--- src/rtl/serial_nios_mem_arb_pkg.sv ---
// Shared defaults, response codes and owner type for the serial NIOS memory arbiter.
// Optional macro SERIAL_MEM_ARB_ERR_EN uses the response codes defined here.
package serial_nios_mem_arb_pkg;

  localparam int DEFAULT_ADDR_W    = 12;
  localparam int DEFAULT_DATA_W    = 32;
  localparam int DEFAULT_NUM_WORDS = 2560;

  typedef enum logic [1:0] {
    OKAY   = 2'b00,
    SLVERR = 2'b10
  } resp_e;

  typedef enum logic {
    OWNER_M0 = 1'b0,
    OWNER_M1 = 1'b1
  } owner_e;

endpackage

--- src/rtl/serial_nios_rr_arb2.sv ---
// Two-way round-robin arbiter: combinational grant, one-bit preference pointer.
module serial_nios_rr_arb2
  import serial_nios_mem_arb_pkg::*;
(
  input  logic       clk,
  input  logic       reset,
  input  logic [1:0] req_i,
  output logic [1:0] gnt_o
);

  owner_e ptr_q, ptr_d;

  // NOTE: every output of a combinational block gets a default first, so no path leaves it unassigned and no latch is inferred.
  always_comb begin
    gnt_o = 2'b00;
    ptr_d = ptr_q;
    if (!reset) begin
      if (req_i[0] && (ptr_q == OWNER_M0 || !req_i[1])) begin
        gnt_o = 2'b01;
        ptr_d = OWNER_M1;
      end else if (req_i[1]) begin
        gnt_o = 2'b10;
        ptr_d = OWNER_M0;
      end
    end
  end

  // NOTE: state registers use non-blocking assignments so every flop samples the pre-edge value.
  always_ff @(posedge clk) begin
    if (reset) ptr_q <= OWNER_M0;
    else       ptr_q <= ptr_d;
  end

endmodule

--- src/rtl/serial_nios_mem_arbiter.sv ---
// Two Avalon-MM masters sharing one single-port on-chip RAM, one access per cycle.
// Macro SERIAL_MEM_ARB_ERR_EN adds address range checking with mN_response and err_addr.
module serial_nios_mem_arbiter
  import serial_nios_mem_arb_pkg::*;
#(
  parameter int ADDR_W    = DEFAULT_ADDR_W,
  parameter int DATA_W    = DEFAULT_DATA_W,
  parameter int NUM_WORDS = DEFAULT_NUM_WORDS
) (
  input  logic                  clk,
  input  logic                  reset,
  input  logic [ADDR_W-1:0]     m0_address,
  input  logic                  m0_read,
  input  logic                  m0_write,
  input  logic [DATA_W/8-1:0]   m0_byteenable,
  input  logic [DATA_W-1:0]     m0_writedata,
  output logic                  m0_waitrequest,
  output logic [DATA_W-1:0]     m0_readdata,
  output logic                  m0_readdatavalid,
  input  logic [ADDR_W-1:0]     m1_address,
  input  logic                  m1_read,
  input  logic                  m1_write,
  input  logic [DATA_W/8-1:0]   m1_byteenable,
  input  logic [DATA_W-1:0]     m1_writedata,
  output logic                  m1_waitrequest,
  output logic [DATA_W-1:0]     m1_readdata,
  output logic                  m1_readdatavalid,
`ifdef SERIAL_MEM_ARB_ERR_EN
  output logic [1:0]            m0_response,
  output logic [1:0]            m1_response,
  output logic [ADDR_W-1:0]     err_addr,
`endif
  output logic [ADDR_W-1:0]     mem_address,
  output logic [DATA_W/8-1:0]   mem_byteenable,
  output logic [DATA_W-1:0]     mem_writedata,
  output logic                  mem_chipselect,
  output logic                  mem_write,
  output logic                  mem_clken,
  input  logic [DATA_W-1:0]     mem_readdata
);

  logic [1:0]          req, gnt;
  logic                accept, mem_ok;
  owner_e              sel_owner;
  logic [ADDR_W-1:0]   sel_addr;
  logic                sel_write;
  logic [DATA_W-1:0]   ret_data;

  logic                rd_pend_q, rd_pend_d;
  owner_e              rd_owner_q, rd_owner_d;

  assign req = {m1_read | m1_write, m0_read | m0_write};

  serial_nios_rr_arb2 u_arb (
    .clk   (clk),
    .reset (reset),
    .req_i (req),
    .gnt_o (gnt)
  );

  assign accept    = |gnt;
  assign sel_owner = gnt[1] ? OWNER_M1 : OWNER_M0;
  assign sel_addr  = gnt[1] ? m1_address : m0_address;
  assign sel_write = gnt[1] ? m1_write : m0_write;

  assign m0_waitrequest = ~gnt[0];
  assign m1_waitrequest = ~gnt[1];

`ifdef SERIAL_MEM_ARB_ERR_EN
  logic              addr_bad;
  logic              rd_err_q, rd_err_d;
  logic              err_seen_q, err_seen_d;
  logic [ADDR_W-1:0] err_addr_q, err_addr_d;

  assign addr_bad   = accept && (32'(sel_addr) >= 32'(NUM_WORDS));
  assign mem_ok     = ~addr_bad;
  assign rd_err_d   = addr_bad;
  assign err_seen_d = err_seen_q | addr_bad;
  // Only the first out-of-range address is kept until reset.
  assign err_addr_d = (addr_bad && !err_seen_q) ? sel_addr : err_addr_q;
  assign err_addr   = err_addr_q;
`else
  assign mem_ok = 1'b1;
`endif

  assign mem_address    = sel_addr;
  assign mem_byteenable = gnt[1] ? m1_byteenable : m0_byteenable;
  assign mem_writedata  = gnt[1] ? m1_writedata : m0_writedata;
  assign mem_chipselect = accept & mem_ok;
  assign mem_write      = accept & sel_write & mem_ok;
  assign mem_clken      = ~reset;

  assign rd_pend_d  = accept & ~sel_write;
  assign rd_owner_d = sel_owner;

  always_ff @(posedge clk) begin
    if (reset) begin
      rd_pend_q  <= 1'b0;
      rd_owner_q <= OWNER_M0;
`ifdef SERIAL_MEM_ARB_ERR_EN
      rd_err_q   <= 1'b0;
      err_seen_q <= 1'b0;
      err_addr_q <= '0;
`endif
    end else begin
      rd_pend_q  <= rd_pend_d;
      rd_owner_q <= rd_owner_d;
`ifdef SERIAL_MEM_ARB_ERR_EN
      rd_err_q   <= rd_err_d;
      err_seen_q <= err_seen_d;
      err_addr_q <= err_addr_d;
`endif
    end
  end

  // A return still in flight when reset rises is suppressed in that same cycle.
  always_comb begin
    ret_data         = mem_readdata;
    m0_readdatavalid = rd_pend_q && (rd_owner_q == OWNER_M0) && !reset;
    m1_readdatavalid = rd_pend_q && (rd_owner_q == OWNER_M1) && !reset;
`ifdef SERIAL_MEM_ARB_ERR_EN
    if (rd_err_q) ret_data = '0;
    m0_response = (m0_readdatavalid && rd_err_q) ? SLVERR : OKAY;
    m1_response = (m1_readdatavalid && rd_err_q) ? SLVERR : OKAY;
`endif
    m0_readdata = m0_readdatavalid ? ret_data : '0;
    m1_readdata = m1_readdatavalid ? ret_data : '0;
  end

endmodule

--- config.mk ---
export PLATFORM = sky130hd
export DESIGN_NAME = serial_nios_mem_arbiter
export DESIGN_NICKNAME = d
export VERILOG_FILES = /design/src/rtl/serial_nios_mem_arb_pkg.sv /design/src/rtl/serial_nios_rr_arb2.sv /design/src/rtl/serial_nios_mem_arbiter.sv
export SDC_FILE = /design/constraint.sdc
export NUM_CORES = 1
export LEC_CHECK = 0
export CAP_MARGIN = 20
export CORE_AREA = 2 2 98 100
export DETAILED_ROUTE_END_ITERATION = 8
export DIE_AREA = 0 0 100 102
export PLACE_DENSITY = 0.73
export SLEW_MARGIN = 20
export SYNTH_ARGS = -nofsm -noshare
export SYNTH_HDL_FRONTEND = slang
export SYNTH_SLANG_ARGS = --single-unit
--- constraint.sdc ---
create_clock -name clk -period 4.85 [get_ports clk]
set_input_delay 1.455 -clock clk [delete_from_list [all_inputs] [get_ports clk]]
set_output_delay 1.455 -clock clk [all_outputs]
set_load 0.01 [all_outputs]
# --- Yosys cells after proc, flatten, opt, wreduce, memory -nomap -nowiden ---
# Cells that the tools add are included.
classes:
  mux: 12
  n_bitwise: 10
  reduce_logical: 10
op_table:
  columns: ["op", "n"]
  rows:
  - ["32-bit two-way mux", 3]
  - ["12-bit two-way mux", 1]
  - ["2-bit two-way mux", 3]
  - ["1-bit inverter", 6]
  - ["1-bit logical AND", 5]
  - ["1-bit two-way mux", 4]
  - ["4-bit two-way mux", 1]
  - ["1-bit AND", 2]
  - ["1-bit zero test", 2]
  - ["1-bit bitwise OR", 2]
  - ["2-bit nonzero test", 1]
  - ["2-bit OR reduction", 1]
  - ["1-bit logical OR", 1]
word_totals:
  output_inout_bits: 119
  ff_bits: 3
  in_bits: 134

# --- Longest topological paths before layout ---
# Gate-level depths: netlist of run 1.
depth:
  ltp_word: 9
  depth_mapped: 4
  ltp_nobuf: 3

# --- Hierarchy ---
# From an unflattened synthesis of run 1, not the netlist that was laid out.
hier_totals:
  hier_cells: 182
  area_unflattened_um2: 1239.9
by_module_without_submodules:
  columns: ["module", "area_per_inst_um2", "n_inst", "cells_each", "seq_area_each_um2"]
  rows:
  - ["serial_nios_mem_arbiter", 1178.6, 1, 175, 40.0]
  - ["serial_nios_rr_arb2", 61.3, 1, 7, 20.0]

# --- Worst setup path before layout of run 1 ---
# OpenSTA, ideal clock, no wires.
synth_timing:
  path_kind: "input -> output"
  from: "input m0_read"
  to: "output mem_address[11]"
  stages: 4
  required_ns: 3.395
  t_arrival_ns: 2.301
  slack_ns: 1.094
  cell_sequence: "nor2_2 -> o221ai_4 -> buf_6 -> mux2_2"
synth_between:
  elab_chain_len: 5
synth_lines:
  columns: ["element", "line_no", "rtl"]
  rows:
  - ["start, declared", "serial_nios_mem_arbiter.sv:13", "input logic m0_read,"]
  - ["1-bit bitwise OR", "serial_nios_mem_arbiter.sv:52", "assign req = {m1_read | m1_write, m0_read | m0_write};"]
  - ["1-bit logical AND", "serial_nios_rr_arb2.sv:18", "if (req_i[0] && (ptr_q == OWNER_M0 || !req_i[1])) begin"]
  - ["2-bit two-way mux", "serial_nios_rr_arb2.sv:18", null]
  - ["2-bit two-way mux", "serial_nios_rr_arb2.sv:17", "if (!reset) begin"]
  - ["12-bit two-way mux", "serial_nios_mem_arbiter.sv:63", "assign sel_addr = gnt[1] ? m1_address : m0_address;"]
  - ["end, declared", "serial_nios_mem_arbiter.sv:33", "output logic [ADDR_W-1:0] mem_address,"]
# Every way passes these cells.

# --- Worst setup path in the final report of run 1 ---
layout_timing:
  from: "input m0_read"
  to: "output mem_byteenable[0]"
layout_between:
  elab_chain_len: 5
layout_lines:
  columns: ["element", "line_no", "rtl"]
  rows:
  - ["1-bit bitwise OR", "serial_nios_mem_arbiter.sv:52", null]
  - ["1-bit logical AND", "serial_nios_rr_arb2.sv:18", null]
  - ["2-bit two-way mux", "serial_nios_rr_arb2.sv:18", null]
  - ["2-bit two-way mux", "serial_nios_rr_arb2.sv:17", null]
  - ["4-bit two-way mux", "serial_nios_mem_arbiter.sv:87", "assign mem_byteenable = gnt[1] ? m1_byteenable : m0_byteenable;"]
  - ["end, declared", "serial_nios_mem_arbiter.sv:34", "output logic [DATA_W/8-1:0] mem_byteenable,"]
# Every way passes these cells.

==> qor.yml, run 1 <==
synth_edf_count: 0
insertion_delay_ps: 220
switchingPower_mw: 0.121
synth.avg_cell_area_um2: 8.49
min_period_ps: 4820
yosysUniqueCellTypes: 21
place.port_buffers: 252
switching_share: 0.290
r2r_start: "u_arb.ptr_q"
multi_input_comb_area_um2: 1090
drc_errors: 0
core_um2: 9110
clock_power_share: 0.178
finalCritPeriodShare: 0.995
nFillCells: 883
ctsLongestPathBuffers: 2
synth.most_common_cell: "and2_1"
antenna_left: 0
die_h_um: 102
setup_viol: 0
comb_power_share: 0.753
post-route-util: 0.441
min_path_type: "flop to flop"
seq_area_um2: 60.1
yosysWarnings: 0
num_vias: 2017
vias_per_cell: 3.95
whs_endpoint: "u_arb.ptr_q"
worst_pin_slew_ps: 286
yosys-top-cells-area: "mux2_2 (36%), and2_1 (32%), mux2_4 (9.7%)"
power_leakage_nw: 1.79
critPathKind: "input pin to output port"
antenna_found_initial: 0
critPathMaxFanout: 11
yosysTopAreaCell: "mux2_2"
p_total_mw: 0.418
synth_common_cells: "and2_1 (64), mux2_2 (40), mux2_4 (8), buf_6 (5), clkbuf_1 (4)"
grt.overflow.total: 0
grt_pass1_vias: 2049
netlist_area_um2: 1240
layout-drive-gt1-share: 0.158
finalWirelength_um: 7600
ys_ff_latch: 3
die_area_um2: 10200
timing.hold.ws_ps: 558
crit_required_ps: 3390
power_frac_seq: 0.070
rsz0062_at_grt: "yes"
synth_async_sr_flop_share: 0
relSlewSlack: 0.808
critPathLaunchType: "input pin"
gp_congestion: 0.792
timing.fmax_mhz: 207
place_hpwl_um: 6750
cts_buffers: 3
dr.pass1.iters: 4
post_cts_buffers: 0
clk_pin_slew_ps: 30
htree_levels: 1
clockRootBuffer: "clkbuf_8"
grt_max_degree: 41
run_status: "complete, no violations"
rows: 35
synthCells: 146
syn_to_final_growth_pct: 224
cp-end-kind: "output port"
ios: 253
grt.total_usage: 0.130
synth_top_area_share: 0.363
synth_fp_nets: 280
p_per_area_nw_per_um2: 104
diodes: 0
wl_per_cell_um: 14.9
nNetsFinal: 535
cts_tree: "built"
internal_power_mw: 0.296
ir_worst_vdd_mv: 0.0624
grt_pass1_wl_um: 10600
cp.arrival_ps: 3370
die_x_um: 100
clock_sinks: 3
hp-start: "u_arb.ptr_q"
r2r_cells: 3
synth_flop_cell: "dfxtp_1"
start_util: 0.136
cp-startpoint: "m0_read"
r2r_end: "rd_pend_q"
fin_skew_ps: 3.14
min_delay_path_depth: 2
rrSetupSlack_ps: 3840
timing_hold_violations_final: 0
slew_violations: 0
synth-seq-area-share: 0.0484
drtIter0Drc: 22
drv_cap: 0
-- registers in the layout, summed over array words and instances (netlist names) --
register / cells
u_arb.ptr_q: 1
rd_pend_q: 1
rd_owner_q: 1
-- worst max path at each step --
| stage | to | slack (ps) | depth (start not counted) |
|---|---|---|---|
| 4_1_cts | mem_writedata[7] | 0.09 | 6 |
| 6_report | mem_byteenable[0] | 30 | 6 |
| 3_3_place_gp | mem_address[7] | -8 | 6 |
| 5_1_grt | mem_byteenable[0] | -40 | 6 |
| 2_1_floorplan | mem_address[11] | 1090 | 4 |
| 3_5_place_dp | mem_address[4] | -20 | 6 |
-- metrics by stage --
| stage | cells | setup slack, ps | setup TNS (ps) | cell area [um^2] |
|---|---|---|---|---|
| after floorplan | 146 | 1090 | 0 | 1240 |
| final | 511 | 25.1 | 0 | 4020 |
| after global placement | 507 | -8.11 | -23.0 | 3930 |
| after global routing | 511 | -39.6 | -39.6 | 4020 |
| after detailed placement | 507 | -22.4 | -154 | 3930 |
| after CTS | 511 | 0.0913 | 0 | 3960 |
-- repair_timing --
| action | CTS | global route |
|---|---|---|
| endpoints found under the setup margin | 14 | 26 |
| gates resized for setup | 14 | 25 |
| hold buffers | 0 | 0 |
-- worst max-delay path, cell delays in order --
cell,delay [ps]
clkdlybuf4s50_1,510
nor2_2,70
o221ai_4,190
buf_4,240
mux2_2,360
clkdlybuf4s50_1,530
-- layout by cell type, fill, tap and decap left out, drive strengths merged --
master and count:
dlymetal6s2s 25, a21oi 1, clkbuf 4, o41ai 1, nor3 2, nand2 2
nor3b 1, o211ai 1, dlygate4sd2 14, nor2 4, o31a 1, inv 3
mux2 48, dfxtp 3, buf 9, and2 64, nand2b 1, clkdlybuf4s50 213
and3 1, o21ai 1, o221ai 1
-- metal layers --
layer,share of wire,wire [um],global-route usage,vias up
met3,0.13,958,0.0383,0
met2,0.50,3820,0.252,154
met5,0,0,0,-
li1,-,-,-,1004
met1,0.37,2830,0.143,859
met4,0,0,0.0190,0
-- kinds of logic after synthesis --
logic type / count (synthesis) / share of synthesized area
compound gates: 6 / 0.0494
buf+inv: 14 / 0.0747
flops: 3 / 0.0484
mux: 48 / 0.460
simple gates: 75 / 0.367
-- power by group through the flow --
stage               clock (mW)  combinational (mW)  sequential [mW]
CTS                     0.0754               0.324           0.0291
finish                  0.0742               0.314           0.0290
floorplan                    0               0.106           0.0287
detailed placement           0               0.329           0.0294
global route            0.0760               0.334           0.0293
global placement             0               0.327           0.0290
-- layout make-up --
type,count,area share
clock buffer,4,0.0112
inverter,3,0.00280
multi-input combinational,129,0.272
sequential,3,0.0149
tap,111,0.0345
timing repair buffer,261,0.665
No activity file was read; power rests on OpenSTA's default activity.
==> run 2: changes to the inputs <==
- CELL_PAD_IN_SITES_DETAIL_PLACEMENT: unset -> 0
- CELL_PAD_IN_SITES_GLOBAL_PLACEMENT: unset -> 2
- CORE_AREA: 2 2 98 100 -> unset
- CORE_UTILIZATION: unset -> 10
- DIE_AREA: 0 0 100 102 -> unset
- PLACE_DENSITY: 0.73 -> unset
- PLACE_DENSITY_LB_ADDON: unset -> 0.1
- SYNTH_HIERARCHICAL: unset -> 1
==> run 2 against run 1 <==
Total power grew 12%. Combinational power is 2% lower. First-iteration DRC count grew to 2.5 times the previous value. Highest routed layer is now met4. Critical endpoint is now mem_address[9]. Global-route usage decreased by 1.4 points. Clock skew fell by 1.6 ps. Register-to-register slack worse by 510 ps. Utilization down 10 points. Sequential share of layout area barely moved. Via count is 11% higher. Non-clock buffer count rose by 11. Clock-buffer cell count unchanged. Largest power group unchanged.
==> qor.yml, run 2 <==
run_status: "complete, no violations"
crit_required_ps: 3390  # about the same
setup_viol: 0  # unchanged
start_util: 0.103  # -0.0333
p_total_mw: 0.466  # +12%
slowest_stage: "clkdlybuf4s50_1"
use_met3: 0.0375  # -0.000810
ctsLongestPathBuffers: 2  # unchanged
timing.fmax_mhz: 210  # +1.3%
drtIter0Drc: 55  # +150%
synthSimpleGateAreaFrac: 0.421  # +0.0535
switchingPower_mw: 0.125  # +2.8%
clockRootBuffer: "clkbuf_16"
post-route-util: 0.340  # -0.101
grt_max_degree: 32  # -22%
reg.largest.list: "rd_owner_q: 1 flops, rd_pend_q: 1 flops, u_arb/ptr_q: 1 flops"
clk_pin_slew_ps: 30  # about the same
worst_pin_slew_ps: 623  # +337 ps
switching_share: 0.267  # -0.0232
timing.hold.ws_ps: 668  # +110 ps
clock_power_share: 0.278  # +0.100
yosysTopAreaCell: "mux2_2"
relSlewSlack: 0.583  # -0.225
antenna_found_initial: 0  # unchanged
core_um2: 12100  # +32%
grt.overflow.total: 0  # unchanged
design_area_um2: 4100  # +2.1%
nFillCells: 1309  # +48%
p_per_area_nw_per_um2: 114  # +9.5%
ir_worst_vdd_mv: 0.0576  # -7.7%
min_path_type: "flop to flop"
yosysWarnings: 6  # +6
synth_mux_area_frac: 0.436  # -0.0242
gp_congestion: 0.670  # -15%
drc_errors: 0  # unchanged
synthCells: 182  # +25%
vias_per_cell: 3.65  # -7.5%
clock_sinks: 3  # unchanged
synth_top_area_share: 0.436  # +0.0727
min_period_ps: 4770  # -59.8 ps
cts_hold_buf: 0  # unchanged
synth_fp_nets: 316  # +13%
antenna_left: 0  # unchanged
cts_buffers: 3  # unchanged
yosys-top-cells-area: "mux2_2 (44%), nor2_1 (18%), nand2b_1 (16%)"
fin_skew_ps: 1.58  # -1.57 ps
cts_tree: "built"
place.port_buffers: 252  # unchanged
insertion_delay_ps: 220  # about the same
final_cell_mix: "clkdlybuf4s50_1 (200), nor2_1 (61), mux2_2 (46)"
finalCritPeriodShare: 0.982  # -0.0123
grt_busiest_layer: "met2"
synth-seq-area-share: 0.0484  # unchanged
critPathMaxStageDelay_ps: 410  # -120 ps
comb_power_share: 0.661  # -0.092
synth_edf_count: 0  # unchanged
layout-drive-gt1-share: 0.271  # +0.113
dpl-instance-area_um2: 4080  # +3.9%
place_hpwl_um: 6700  # -0.82%
synth_flop_cell: "dfxtp_1"
rrSetupSlack_ps: 3330  # -510 ps
critPathKind: "input pin to output port"
diodes: 0  # unchanged
synth_xor_area_frac: 0  # unchanged
critPathMaxFanout: 5  # -6
num_vias: 2232  # +11%
die_area_um2: 12800  # +26%
ys_ff_latch: 3  # unchanged
rsz0062_at_grt: "no"
htree_levels: 1  # unchanged
drv_cap: 0  # unchanged
yosysUniqueCellTypes: 20  # -4.8%
wl_per_cell_um: 12.7  # -14%
cp.arrival_ps: 3310  # -60 ps
synth_async_sr_flop_share: 0  # unchanged
multi_input_comb_area_um2: 1130  # +3.3%
final_common_cell: "clkdlybuf4s50_1"
seq_area_um2: 60.1  # unchanged
die_h_um: 113  # +11%
internal_power_mw: 0.342  # +15%
crit_chain: "clkdlybuf4s50_1, or2_4, nor2b_4, nor3b_4, buf_6, buf_8, mux2_2, clkdlybuf4s15_1"
met2_usage: 0.224  # -0.0278
syn_to_final_growth_pct: 231
synth_fa_ha_area_frac: 0  # unchanged
power_frac_seq: 0.061  # -0.009
netlist_area_um2: 1240  # unchanged
grt_pass1_wl_um: 11700  # +11%
met1_usage: 0.119  # -0.0236
critPathLaunchType: "input pin"
rows: 40  # +14%
synth.most_common_cell: "nor2_1"
die_x_um: 113  # +13%
synth_top_family_by_area: "multiplexers"
timing_hold_violations_final: 0  # unchanged
slew_violations: 0  # unchanged
synth_common_cells: "nor2_1 (61), mux2_2 (48), nand2b_1 (31), clkbuf_1 (9)"
ios: 253  # unchanged
grt_pass1_vias: 2247  # +9.7%
finalWirelength_um: 7780  # +2.3%
dr.pass1.iters: 3  # -1
nNetsFinal: 578  # +8.0%
synth-compound-area-share: 0.0242  # -0.0252
power_leakage_nw: 1.58  # -12%
cp-end-kind: "output port"
synth.avg_cell_area_um2: 6.81  # -20%
grt.total_usage: 0.115  # -0.0144
-- run 2: cell count changes after synthesis, sizes merged, moves of 2 or more --
cell    before  now
nor3         2    0
nand2        2    4
nor2         4   61
nor2b        0    2
clkbuf       4    9
and2        64    4
or2          0    2
nand2b       1   31
-- run 2: area by class of cell --
cell class | count | share of cell area
clock buffers | 4 | 0.0192
repair buffers | 272 | 0.636
well taps | 168 | 0.0512
flip-flops and latches | 3 | 0.0146
inverters | 4 | 0.00366
multi-input cells | 160 | 0.275
-- run 2: kinds of logic after synthesis --
logic type,Yosys count
AO/OA/AOI/OAI,4
multiplexers,48
AND/OR/NAND/NOR,108
buffers and inverters,19
flip-flops,3
-- run 2: what timing repair did --
| item | 4_1_cts | 5_1_grt |
|---|---|---|
| pin swaps | 1 | 1 |
| setup endpoints to repair | 51 | 29 |
| gates resized for setup | 200 | 5 |
| setup buffers | 5 | 0 |
| gates cloned | 1 | 0 |
-- run 2: path summary, 6_finish.rpt --
kind                                       end        start  cells past startpoint
worst max-delay path            mem_address[9]      m0_read                      8
worst min-delay path               u_arb/ptr_q  u_arb/ptr_q                      2
worst max register to register       rd_pend_q  u_arb/ptr_q                      7
worst min register to register     u_arb/ptr_q  u_arb/ptr_q                      2
-- run 2: critical path, delay by kind of cell --
kind / cells / cell delay, ps
multiplexers: 1 / 330
buffers and inverters: 4 / 950
AND/OR/NAND/NOR: 3 / 570
-- run 2: layer usage --
layer  vias to the layer above  routed length, um
met1                       974               2600
met3                         2                914
met2                       142               4210
met5                         -                  0
li1                       1114                  -
met4                         0                 48
-- run 2: per-stage QoR --
| step | std cells | setup slack [ps] | TNS, ps |
|---|---|---|---|
| 2_1_floorplan | 182 | 588 | 0 |
| 3_3_place_gp | 602 | -324 | -13970 |
| 3_5_place_dp | 602 | -353 | -15340 |
| 4_1_cts | 611 | -98.5 | -121 |
| 5_1_grt | 611 | 4.90 | 0 |
| 6_report | 611 | 84.9 | 0 |
-- run 2: power by group through the flow --
stage                     logic [mW]  clock network (mW)  registers, mW
after global placement         0.327                   0         0.0279
after floorplan                0.104                   0         0.0277
after CTS                      0.314               0.132         0.0282
after global routing           0.332               0.134         0.0286
final                          0.308               0.130         0.0283
after detailed placement       0.326                   0         0.0280
